## src/rtl/csa_seq_acc.sv

```systemverilog
// Sequence accumulator: operands are folded into a carry-save pair (s, c) with no
// carry-propagate add on the accept path; one resolve cycle produces the binary sum.
module csa_seq_acc #(
  parameter int W     = 32,
  parameter int CNT_W = 8
) (
  input  logic             clk,
  input  logic             rst_n,
  input  logic             in_vld,
  input  logic [W-1:0]     in_data,
  input  logic             in_last,
  output logic             in_rdy,
  output logic             out_vld,
  output logic [W-1:0]     out_sum,
  output logic [CNT_W-1:0] out_cnt,
  output logic             out_sat,
  input  logic             out_rdy
);

  typedef enum logic [1:0] {IDLE, ACC, RESOLVE, DONE} state_t;

  localparam logic [CNT_W-1:0] CNT_MAX = '1;
  localparam logic [CNT_W-1:0] CNT_ONE = {{(CNT_W-1){1'b0}}, 1'b1};

  state_t           state;
  state_t           state_nxt;
  logic [W-1:0]     s;
  logic [W-1:0]     c;
  logic [W-1:0]     maj;
  logic [W-1:0]     sum_q;
  logic [CNT_W-1:0] cnt;
  logic             sat;
  logic             accept;

  assign in_rdy  = (state == IDLE) || (state == ACC);
  assign out_vld = (state == DONE);
  assign accept  = in_vld && in_rdy;
  assign out_sum = sum_q;
  assign out_cnt = cnt;
  assign out_sat = sat;

  // 3:2 compressor carries; shifting left drops the weight-2^W carry (modulo sum)
  assign maj = (s & c) | (s & in_data) | (c & in_data);

  always_comb begin
    state_nxt = state;
    case (state)
      IDLE, ACC: if (in_vld) state_nxt = in_last ? RESOLVE : ACC;
      RESOLVE:   state_nxt = DONE;
      DONE:      if (out_rdy) state_nxt = IDLE;
      default:   state_nxt = IDLE;
    endcase
  end

  always_ff @(posedge clk) begin
    if (!rst_n) begin
      state <= IDLE;
      s     <= '0;
      c     <= '0;
      cnt   <= '0;
      sat   <= 1'b0;
      sum_q <= '0;
    end else begin
      state <= state_nxt;
      if (accept) begin
        if (state == IDLE) begin
          s   <= in_data;
          c   <= '0;
          cnt <= CNT_ONE;
          sat <= 1'b0;
        end else begin
          s <= s ^ c ^ in_data;
          c <= {maj[W-2:0], 1'b0};
          // The count sticks at its maximum; sat records that operands were lost from it
          if (cnt == CNT_MAX) sat <= 1'b1;
          else                cnt <= cnt + CNT_ONE;
        end
      end
      if (state == RESOLVE) sum_q <= s + c;
    end
  end

endmodule
```

## config.mk

```make
export PLATFORM = sky130hd
export DESIGN_NAME = csa_seq_acc
export DESIGN_NICKNAME = d
export VERILOG_FILES = /design/src/rtl/csa_seq_acc.sv
export SDC_FILE = /design/constraint.sdc
export NUM_CORES = 1
export LEC_CHECK = 0
export ABC_CLOCK_PERIOD_IN_PS = 2900
export CAP_MARGIN = 20
export CORE_MARGIN = 5
export CORE_UTILIZATION = 45
export DETAILED_ROUTE_END_ITERATION = 12
export GPL_TIMING_DRIVEN = 0
export PLACE_DENSITY = 0.66
export REMOVE_ABC_BUFFERS = 1
export SYNTH_ARGS = -nofsm -noshare
export SYNTH_HDL_FRONTEND = slang
export SYNTH_SLANG_ARGS = --single-unit
```

## constraint.sdc

```tcl
create_clock -name clk -period 2.9 [get_ports clk]
set_input_delay 0.29 -clock clk [delete_from_list [all_inputs] [get_ports clk]]
set_output_delay 0.29 -clock clk [all_outputs]
set_load 0.005 [all_outputs]
```

# --- Yosys cells after proc, flatten, opt, wreduce, memory -nomap -nowiden ---
# Cells that the tools add are included.
classes:
  addsub: 2
  n_eq_ne: 7
  n_mux: 10
  n_bitwise: 7
  n_reduce_logical: 8
ops:
  columns: ["operator", "count"]
  rows:
  - ["31-bit bitwise AND", 3]
  - ["32-bit 2-to-1 mux", 2]
  - ["32-bit XOR", 2]
  - ["31-bit bitwise OR", 2]
  - ["32-bit adder", 1]
  - ["8-bit 2-to-1 mux", 2]
  - ["8-bit by 1-bit adder with 8-bit output, second input constant", 1]
  - ["8-bit == test, second input constant", 1]
  - ["2-bit 2-to-1 mux", 3]
  - ["2-bit case mux with 3 select lines", 1]
  - ["2-bit AND reduction", 3]
  - ["2-bit == test, second input constant", 2]
  - ["2-bit inequality test, second input constant", 2]
  - ["2-bit by 1-bit == test with 1-bit output, second input constant", 1]
  - ["2-bit logical NOT", 1]
  - ["1-bit 2-to-1 mux", 2]
  - ["2-bit by 1-bit inequality test with 1-bit output, second input constant", 1]
  - ["2-bit nonzero test", 1]
  - ["2-bit OR reduction", 1]
  - ["1-bit logical AND", 1]
  - ["1-bit logical OR", 1]
word_totals:
  regBits: 107
  input_bits: 37
  out_inout_bits: 43
  elab_cells: 40

# --- Depth between registers and ports, before layout ---
# Gate-level depths: netlist of the first run.
logic_depth:
  depth_word: 4
  mapped_depth: 10
  mapped_depth_nobuf: 10

# --- Least setup slack after synthesis of the first run ---
# Ideal clock, no wire load.
synth_path:
  kind: "reg2reg"
  startpoint: "register c[1]"
  endpoint: "register sum_q[29], in the netlist out_sum[29]"
  setup_ps: 73
  arrival_time_ps: 2405
  t_required_ps: 2827
  path_slack_ps: 422
  path_stages_with_launch: 11
  n_path_buf: 0
  synth_period_minus_slack_ps: 2478
  cell_sequence: "dfxtp_1 > ha_1 > inv_1 > fa_1 > nor2b_1 > o211ai_1 > a31oi_4 > o22ai_4 > a31o_4 > or4_4 > o211ai_2"
synth_via:
  elab_chain_cells: 1
synth_lines:
  columns: ["item", "line", "text"]
  rows:
  - ["start, declared", "28", "logic [W-1:0] c;"]
  - ["start signal, assigned", "73", "c <= {maj[W-2:0], 1'b0};"]
  - ["32-bit adder", "79", "if (state == RESOLVE) sum_q <= s + c;"]
  - ["end signal, assigned", "79", null]
  - ["end, declared", "30", "logic [W-1:0] sum_q;"]
# No other way between the ends.
# A chain may end at the register's enable or synchronous reset.

# --- Worst setup path in the final report of the first run ---
layout_path:
  startpoint: "register s[1]"
  endpoint: "register sum_q[29], in the netlist out_sum[29]"
layout_via:
  elab_chain_cells: 1
layout_lines:
  columns: ["item", "line", "text"]
  rows:
  - ["start, declared", "27", "logic [W-1:0] s;"]
  - ["start signal, assigned", "67", "s <= in_data;"]
  - ["start signal, assigned", "72", "s <= s ^ c ^ in_data;"]
  - ["32-bit adder", "79", null]
# No other way between the ends.

==> results of run 1 <==
[metrics by stage]
stage,power (mW),instance area [µm²]
2_1_floorplan,2.14,6570
3_3_place_gp,2.40,7590
3_5_place_dp,2.42,7720
4_1_cts,3.62,8010
5_1_grt,3.80,8040
6_report,3.59,8040
[sequential cells by signal (all words and copies together) (netlist names)]
| register | cells |
|---|---|
| c | 31 |
| out_sum | 32 |
| out_sat | 1 |
| out_cnt | 8 |
| s | 32 |
| state | 2 |
[cell type report]
type                    count  share of cell area, %
multi-input cells         592                   50.8
flip-flops and latches    106                   26.4
repair buffers             87                   11.5
inverters                 106                   4.95
clock buffers              12                   3.19
clock inverters             4                  0.342
well taps                 184                   2.86
[layout by cell type, fill, tap and decap left out, types with 8 or more instances in the layout]
master           synthesis  layout
xnor2_1                  9       9
inv_1                  106     105
nor3_1                  10      10
o21ai_0                 25      24
nand2_1                121     120
nand4_1                 12      12
fa_1                    31      31
a21oi_1                 92      92
o21ai_1                 12      12
nor2_1                  52      51
a211oi_1                32      32
o211ai_1                37      37
ha_1                    32      32
a21o_1                  15      15
or3_1                    8       8
clkdlybuf4s50_1          0      79
nand3_1                 13      13
clkbuf_16                0       9
dfxtp_1                106     105
[cell families after synthesis]
kind of cell	after synthesis	synth area share, %
simple gates	248	16.4
buf+inv	158	8.84
fa+ha+maj	63	15.1
compound gates	261	25.6
flops	106	31.3
mux	4	0.610
xor+xnor	16	2.07
[metal layers]
| metal | up-vias | share of wire [%] |
|---|---|---|
| met1 | 2740 | 50 |
| met2 | 96 | 45 |
| met3 | 11 | 3.5 |
| li1 | 3036 | - |
| met4 | 0 | 1.2 |
| met5 | - | 0 |
[synth_stat cells (all sizes together), types with 2 or more instances]
library cell  count  area share, %
o21ai            37            2.7
fa               31            9.2
a211oi           34            4.0
nor2             52            2.9
nand4            12            1.1
a21o             15            1.7
o211ai           38            4.3
a21oi            92            6.8
nand3            13           0.96
mux2i             3           0.44
o22ai             3           0.48
o21a              7           0.78
a31oi             5           0.68
nor3             10           0.74
clkbuf           45            2.5
buf               7           0.46
inv             106            5.9
dfxtp           106             31
o32ai             2           0.37
a32o              4           0.59
a211o             5           0.65
o21bai            5           0.55
nor2b             3           0.28
o2111ai           3           0.48
nand4b            2           0.26
nand2           121            6.7
xnor2             9            1.2
and2              3           0.28
xor2              7           0.91
or3               8           0.74
nand3b            7           0.78
and3              6           0.55
ha               32            5.9
o311ai            2           0.26
a22oi             2           0.22
nand2b            6           0.55
[path summary, 6_finish.rpt]
check | end | slack [ns]
setup / recovery | out_sum[29] | 0.19
hold / removal | out_sum[3] | 0.45
setup reg to reg | out_sum[29] | 0.19
hold reg to reg | out_sum[3] | 0.45
[timing repair]
item	in CTS	in global routing
pin swaps	0	2
setup buffers	0	2
endpoints found under the setup margin	2	2
gates resized for setup	2	1
[worst reg2reg max path: stages, from the launching register on]
cell and delay, ns:
dfxtp_1 0.36, ha_1 0.18, inv_1 0.06, fa_1 0.37, nor2b_1 0.20, o211ai_1 0.20, a31oi_4 0.27, o22ai_4 0.14
a31o_4 0.28, or4_4 0.51, o211ai_2 0.08
[where the power goes]
| part | internal (mW) | switching [mW] | leakage (nW) | total (mW) |
|---|---|---|---|---|
| Clock | 0.629 | 0.564 | 0.131 | 1.19 |
| Sequential | 1.54 | 0.0904 | 0.866 | 1.63 |
| Combinational | 0.329 | 0.436 | 2.03 | 0.766 |
| Total | 2.50 | 1.09 | 3.03 | 3.59 |
==> results.sh, run 1 <==
export IMPL_hold_viol=0
export IMPL_die_area_um2=17600
export IMPL_min_path_type="flip-flop to flip-flop"
export IMPL_clock_root_buffer="clkbuf_16"
export IMPL_grt_pass1_vias=5792
export IMPL_required_ns=3.18
export IMPL_finalCritPeriodShare_pct=93.5
export IMPL_path_cells="ha_1 -> inv_1 -> fa_1 -> nor2b_1 -> o211ai_1 -> a31oi_4 -> o22ai_4 -> a31o_4 -> or4_4 -> o211ai_2"
export IMPL_ys_warn_count=0
export IMPL_max_vdd_ir_drop_mv=0.282
export IMPL_die_w_um=133
export IMPL_clk_insertion_delay_late_ns=0.35
export IMPL_hp_start="out_sum[3]"
export IMPL_grt_max_degree=81
export IMPL_crit_path_end_kind="flip-flop"
export IMPL_synth_edf_count=0
export IMPL_cts_buffers=9
export IMPL_startpoint_type="flip-flop"
export IMPL_grt_use_total_pct=19.2
export IMPL_rr_startpoint="s[1]"
export IMPL_postRouteAntennaNets=0
export IMPL_avgSynthCellArea_um2=7.91
export IMPL_worst_slack_ns=0.190
export IMPL_nFillCells=1402
export IMPL_drt_vias_per_instance=5.39
export IMPL_skew_ns=0.00619
export IMPL_tightest_slew_ns=0.907
export IMPL_grt_use_met3_pct=3.23
export IMPL_ys_flop_type="dfxtp_1"
export IMPL_seqCellArea_um2=2130
export IMPL_wl_um=16800
export IMPL_antenna_found_initial=0
export IMPL_multi_input_area_um2=4080
export IMPL_rsz0062_at_grt="no"
export IMPL_grt_util_met2_pct=30.8
export IMPL_cp_data_arrival_time_ns=2.99
export IMPL_cp_startpoint="s[1]"
export IMPL_use_met1_pct=27.0
export IMPL_cts_buffer_depth=2
export IMPL_port_buffers=79
export IMPL_max_freq_mhz=369
export IMPL_final_util_pct=54.9
export IMPL_drtIter0Drc=370
export IMPL_drv_slew=0
export IMPL_power_density_nw_per_um2=447
export IMPL_yosysUniqueCellTypes=59
export IMPL_path_delay_family="compound AO/OA/AOI/OAI gates"
export IMPL_crit_slowest_cell="or4_4"
export IMPL_fin_setup_tns_ns=0
export IMPL_hold_path_cell_count=2
export IMPL_cts_sinks=106
export IMPL_status="finished clean"
export IMPL_setup_viol=0
export IMPL_wl_per_cell_um=15.4
export IMPL_hold_ws_ns=0.453
export IMPL_antenna_cells=0
export IMPL_core_um2=14600
export IMPL_firstDrtPassIters=5
export IMPL_seq_area_frac_synth_pct=31.3
export IMPL_vias=5883
export IMPL_cts_tree="built"
export IMPL_io_pins=80
export IMPL_grt_pass1_wl_um=28200
export IMPL_placed_cells=1073
export IMPL_h_tree_depth=3
export IMPL_ys_ff_latch=106
export IMPL_leakagePower_nw=3.03
export IMPL_slowest_delay_ns=0.51
export IMPL_top_usage_layer="met2"
export IMPL_syn_inst=856
export IMPL_die_h_um=133
export IMPL_dp_hpwl_um=11900
export IMPL_final_layout_size_suffix_gt1_share_pct=4.41
export IMPL_grt_ovfl_total=0
export IMPL_start_util_pct=46.2
export IMPL_path_clk_slew_ns=0.07
export IMPL_remaining_drc_errors=0
export IMPL_maxCapViolCount=0
export IMPL_place_congestion=0.846
export IMPL_critical_path_class="flip-flop to flip-flop"
export IMPL_max_slew_margin_pct=39.3
export IMPL_netlist_area_um2=6770
export IMPL_fin_cells=1091
export IMPL_crit_fanout=4
export IMPL_period_needed_ns=2.71
export IMPL_async_flop_share_pct=0
export IMPL_syn2layout_area_growth_pct=18.8
export IMPL_row_count=44
export IMPL_critical_path_buf_inv_count=1
export IMPL_place_ws_ns=-0.382
export IMPL_hold_buffers=0
export IMPL_path_depth=10
export IMPL_fin_nets=1002
export IMPL_ff2ff_path_depth=10
No activity file was read; power rests on OpenSTA's default activity.
==> run 2, diff against run 1 <==
--- a/config.mk
+++ b/config.mk
@@ -6,7 +6,7 @@
 export NUM_CORES = 1
 export LEC_CHECK = 0
 export ABC_CLOCK_PERIOD_IN_PS = 2900
-export CAP_MARGIN = 20
+export CAP_MARGIN = 0
 export CORE_MARGIN = 5
 export CORE_UTILIZATION = 45
 export DETAILED_ROUTE_END_ITERATION = 12
==> run 2 against run 1 <==
  * Wire length fell by 1.1%
  * Count of clock-buffer cells in the layout did not move
  * Worst setup slack improved by 0.0016 ns
  * Sequential cell count unchanged
  * Via count about the same
  * Design area hardly changed
  * Total power grew 3.9%
  * Combinational power shrank 3.0%
  * Register-to-register slack about the same
  * Die area unchanged
  * Clock skew grew 0.0025 ns
  * Critical path type unchanged
  * Critical endpoint unchanged
==> results.sh, run 2 (synthesis gave the netlist of run 1 again) <==
export IMPL_use_met1_pct=26.9
export IMPL_power_mw=3.73
export IMPL_firstDrtPassIters=6
export IMPL_min_to="out_sum[3]"
export IMPL_status="finished clean"
export IMPL_fin_setup_tns_ns=0
export IMPL_max_vdd_ir_drop_mv=0.379
export IMPL_wl_um=16700
export IMPL_die_area_um2=17600
export IMPL_grt_util_met2_pct=31.7
export IMPL_drt_vias_per_instance=5.40
export IMPL_clk_insertion_delay_late_ns=0.36
export IMPL_wl_per_cell_um=15.3
export IMPL_grt_use_total_pct=19.4
export IMPL_min_path_type="flip-flop to flip-flop"
export IMPL_cts_tree="built"
export IMPL_grt_ovfl_total=0
export IMPL_critical_path_buf_inv_count=1
export IMPL_period_needed_ns=2.71
export IMPL_path_clk_slew_ns=0.07
export IMPL_syn2layout_area_growth_pct=18.9
export IMPL_place_ws_ns=-0.398
export IMPL_hold_ws_ns=0.454
export IMPL_crit_slowest_cell="or4_4"
export IMPL_placed_cells=1071
export IMPL_hp_start="out_sum[3]"
export IMPL_fin_nets=999
export IMPL_drv_slew=0
export IMPL_final_area_um2=8050
export IMPL_die_h_um=133
export IMPL_row_count=44
export IMPL_cp_data_arrival_time_ns=3.00
export IMPL_max_slew_margin_pct=36.8
export IMPL_remaining_drc_errors=0
export IMPL_start_util_pct=46.2
export IMPL_startpoint_type="flip-flop"
export IMPL_grt_max_degree=81
export IMPL_dpl_cell_area_um2=7690
export IMPL_h_tree_depth=3
export IMPL_crit_path_end_kind="flip-flop"
export IMPL_final_layout_size_suffix_gt1_share_pct=4.20
export IMPL_path_depth=10
export IMPL_required_ns=3.19
export IMPL_cts_sinks=106
export IMPL_antenna_cells=0
export IMPL_port_buffers=79
export IMPL_r2r_end="out_sum[29]"
export IMPL_dp_hpwl_um=11800
export IMPL_top_usage_layer="met2"
export IMPL_ff2ff_path_depth=10
export IMPL_finalCritPeriodShare_pct=93.4
export IMPL_rr_startpoint="c[1]"
export IMPL_hold_viol=0
export IMPL_hold_path_cell_count=2
export IMPL_skew_ns=0.00866
export IMPL_grt_use_met3_pct=3.57
export IMPL_crit_fanout=4
export IMPL_fin_cells=1088
export IMPL_place_congestion=0.846
export IMPL_r2r_setup_slack_ns=0.19
export IMPL_power_density_nw_per_um2=464
export IMPL_antenna_found_initial=0
export IMPL_setup_viol=0
export IMPL_path_cells="ha_1 -> inv_1 -> fa_1 -> nor2b_1 -> o211ai_1 -> a31oi_4 -> o22ai_4 -> a31o_4 -> or4_4 -> o211ai_2"
export IMPL_cts_buffer_depth=2
export IMPL_drtIter0Drc=339
export IMPL_final_util_pct=54.9
export IMPL_leakagePower_nw=3.03
export IMPL_core_um2=14600
export IMPL_rsz0062_at_grt="no"
export IMPL_nFillCells=1407
export IMPL_cts_buffers=9
export IMPL_vias=5879
export IMPL_grt_pass1_vias=5757
export IMPL_final_common_cell="nand2_1"
export IMPL_die_w_um=133
export IMPL_tightest_slew_ns=0.945
export IMPL_clock_root_buffer="clkbuf_16"
export IMPL_maxCapViolCount=0
export IMPL_postRouteAntennaNets=0
export IMPL_max_freq_mhz=369
export IMPL_grt_pass1_wl_um=28400
export IMPL_io_pins=80
export IMPL_final_cell_mix="nand2_1, inv_1, dfxtp_1"
export IMPL_slowest_delay_ns=0.51
export IMPL_critical_path_class="flip-flop to flip-flop"
export IMPL_path_delay_family="compound AO/OA/AOI/OAI gates"
export IMPL_worst_slack_ns=0.191
run 2: cell count changes in the layout (fill, tap and decap cells not counted):
cell,delta
bufinv_16,+2
clkinv_4,+1
nor2_4,+1
nor2_2,+1
clkinv_2,-1
nor2_1,-2
clkbuf_8,-1
buf_12,-1
clkinvlp_4,-2
buf_6,-2
clkbuf_1,+1
run 2: timing repair:
| action | CTS | global route |
|---|---|---|
| pin swaps | 0 | 2 |
| setup buffers | 0 | 1 |
| endpoints found under the setup margin | 19 | 4 |
| resized for setup | 3 | 3 |
| hold buffers | 0 | 0 |
| hold endpoints to repair | 0 | 0 |
run 2: power by group:
| part | switching, mW | total, mW | internal (mW) | leakage [nW] |
|---|---|---|---|---|
| clock | 0.564 | 1.35 | 0.783 | 0.153 |
| combinational | 0.421 | 0.743 | 0.323 | 2.01 |
| sequential | 0.101 | 1.64 | 1.54 | 0.866 |
| total | 1.09 | 3.73 | 2.65 | 3.03 |
run 2: worst min-delay path, cell delays in order (launching register included):
cell and delay, ns:
dfxtp_1 0.31, nand2_1 0.05, a21oi_1 0.05
run 2: worst max-delay path by stage:
stage / from / end / slack, ns
2_1_floorplan: state[1] / s[31] / -1.06
3_3_place_gp: in_vld / s[31] / -3.44
3_5_place_dp: rst_n / out_sum[29] / -0.40
4_1_cts: rst_n / out_sum[26] / 0.04
5_1_grt: c[1] / out_sum[23] / 0.0006
6_report: c[1] / out_sum[29] / 0.19
run 2: layer usage:
layer | share of wire (%) | up-vias
met1 | 50 | 2719
li1 | - | 3033
met3 | 3.9 | 11
met5 | 0 | -
met2 | 45 | 116
met4 | 0.98 | 0
run 2: final cells by class:
cell class                      instances  area (µm²)  area share, %
Clock buffer                           12         246           3.06
Clock inverter                          4        76.3          0.949
Inverter                              106         398           4.94
Multi-Input combinational cell        592        4090           50.8
Sequential cell                       106        2130           26.4
Tap cell                              184         230           2.86
Timing Repair Buffer                   84         878           10.9
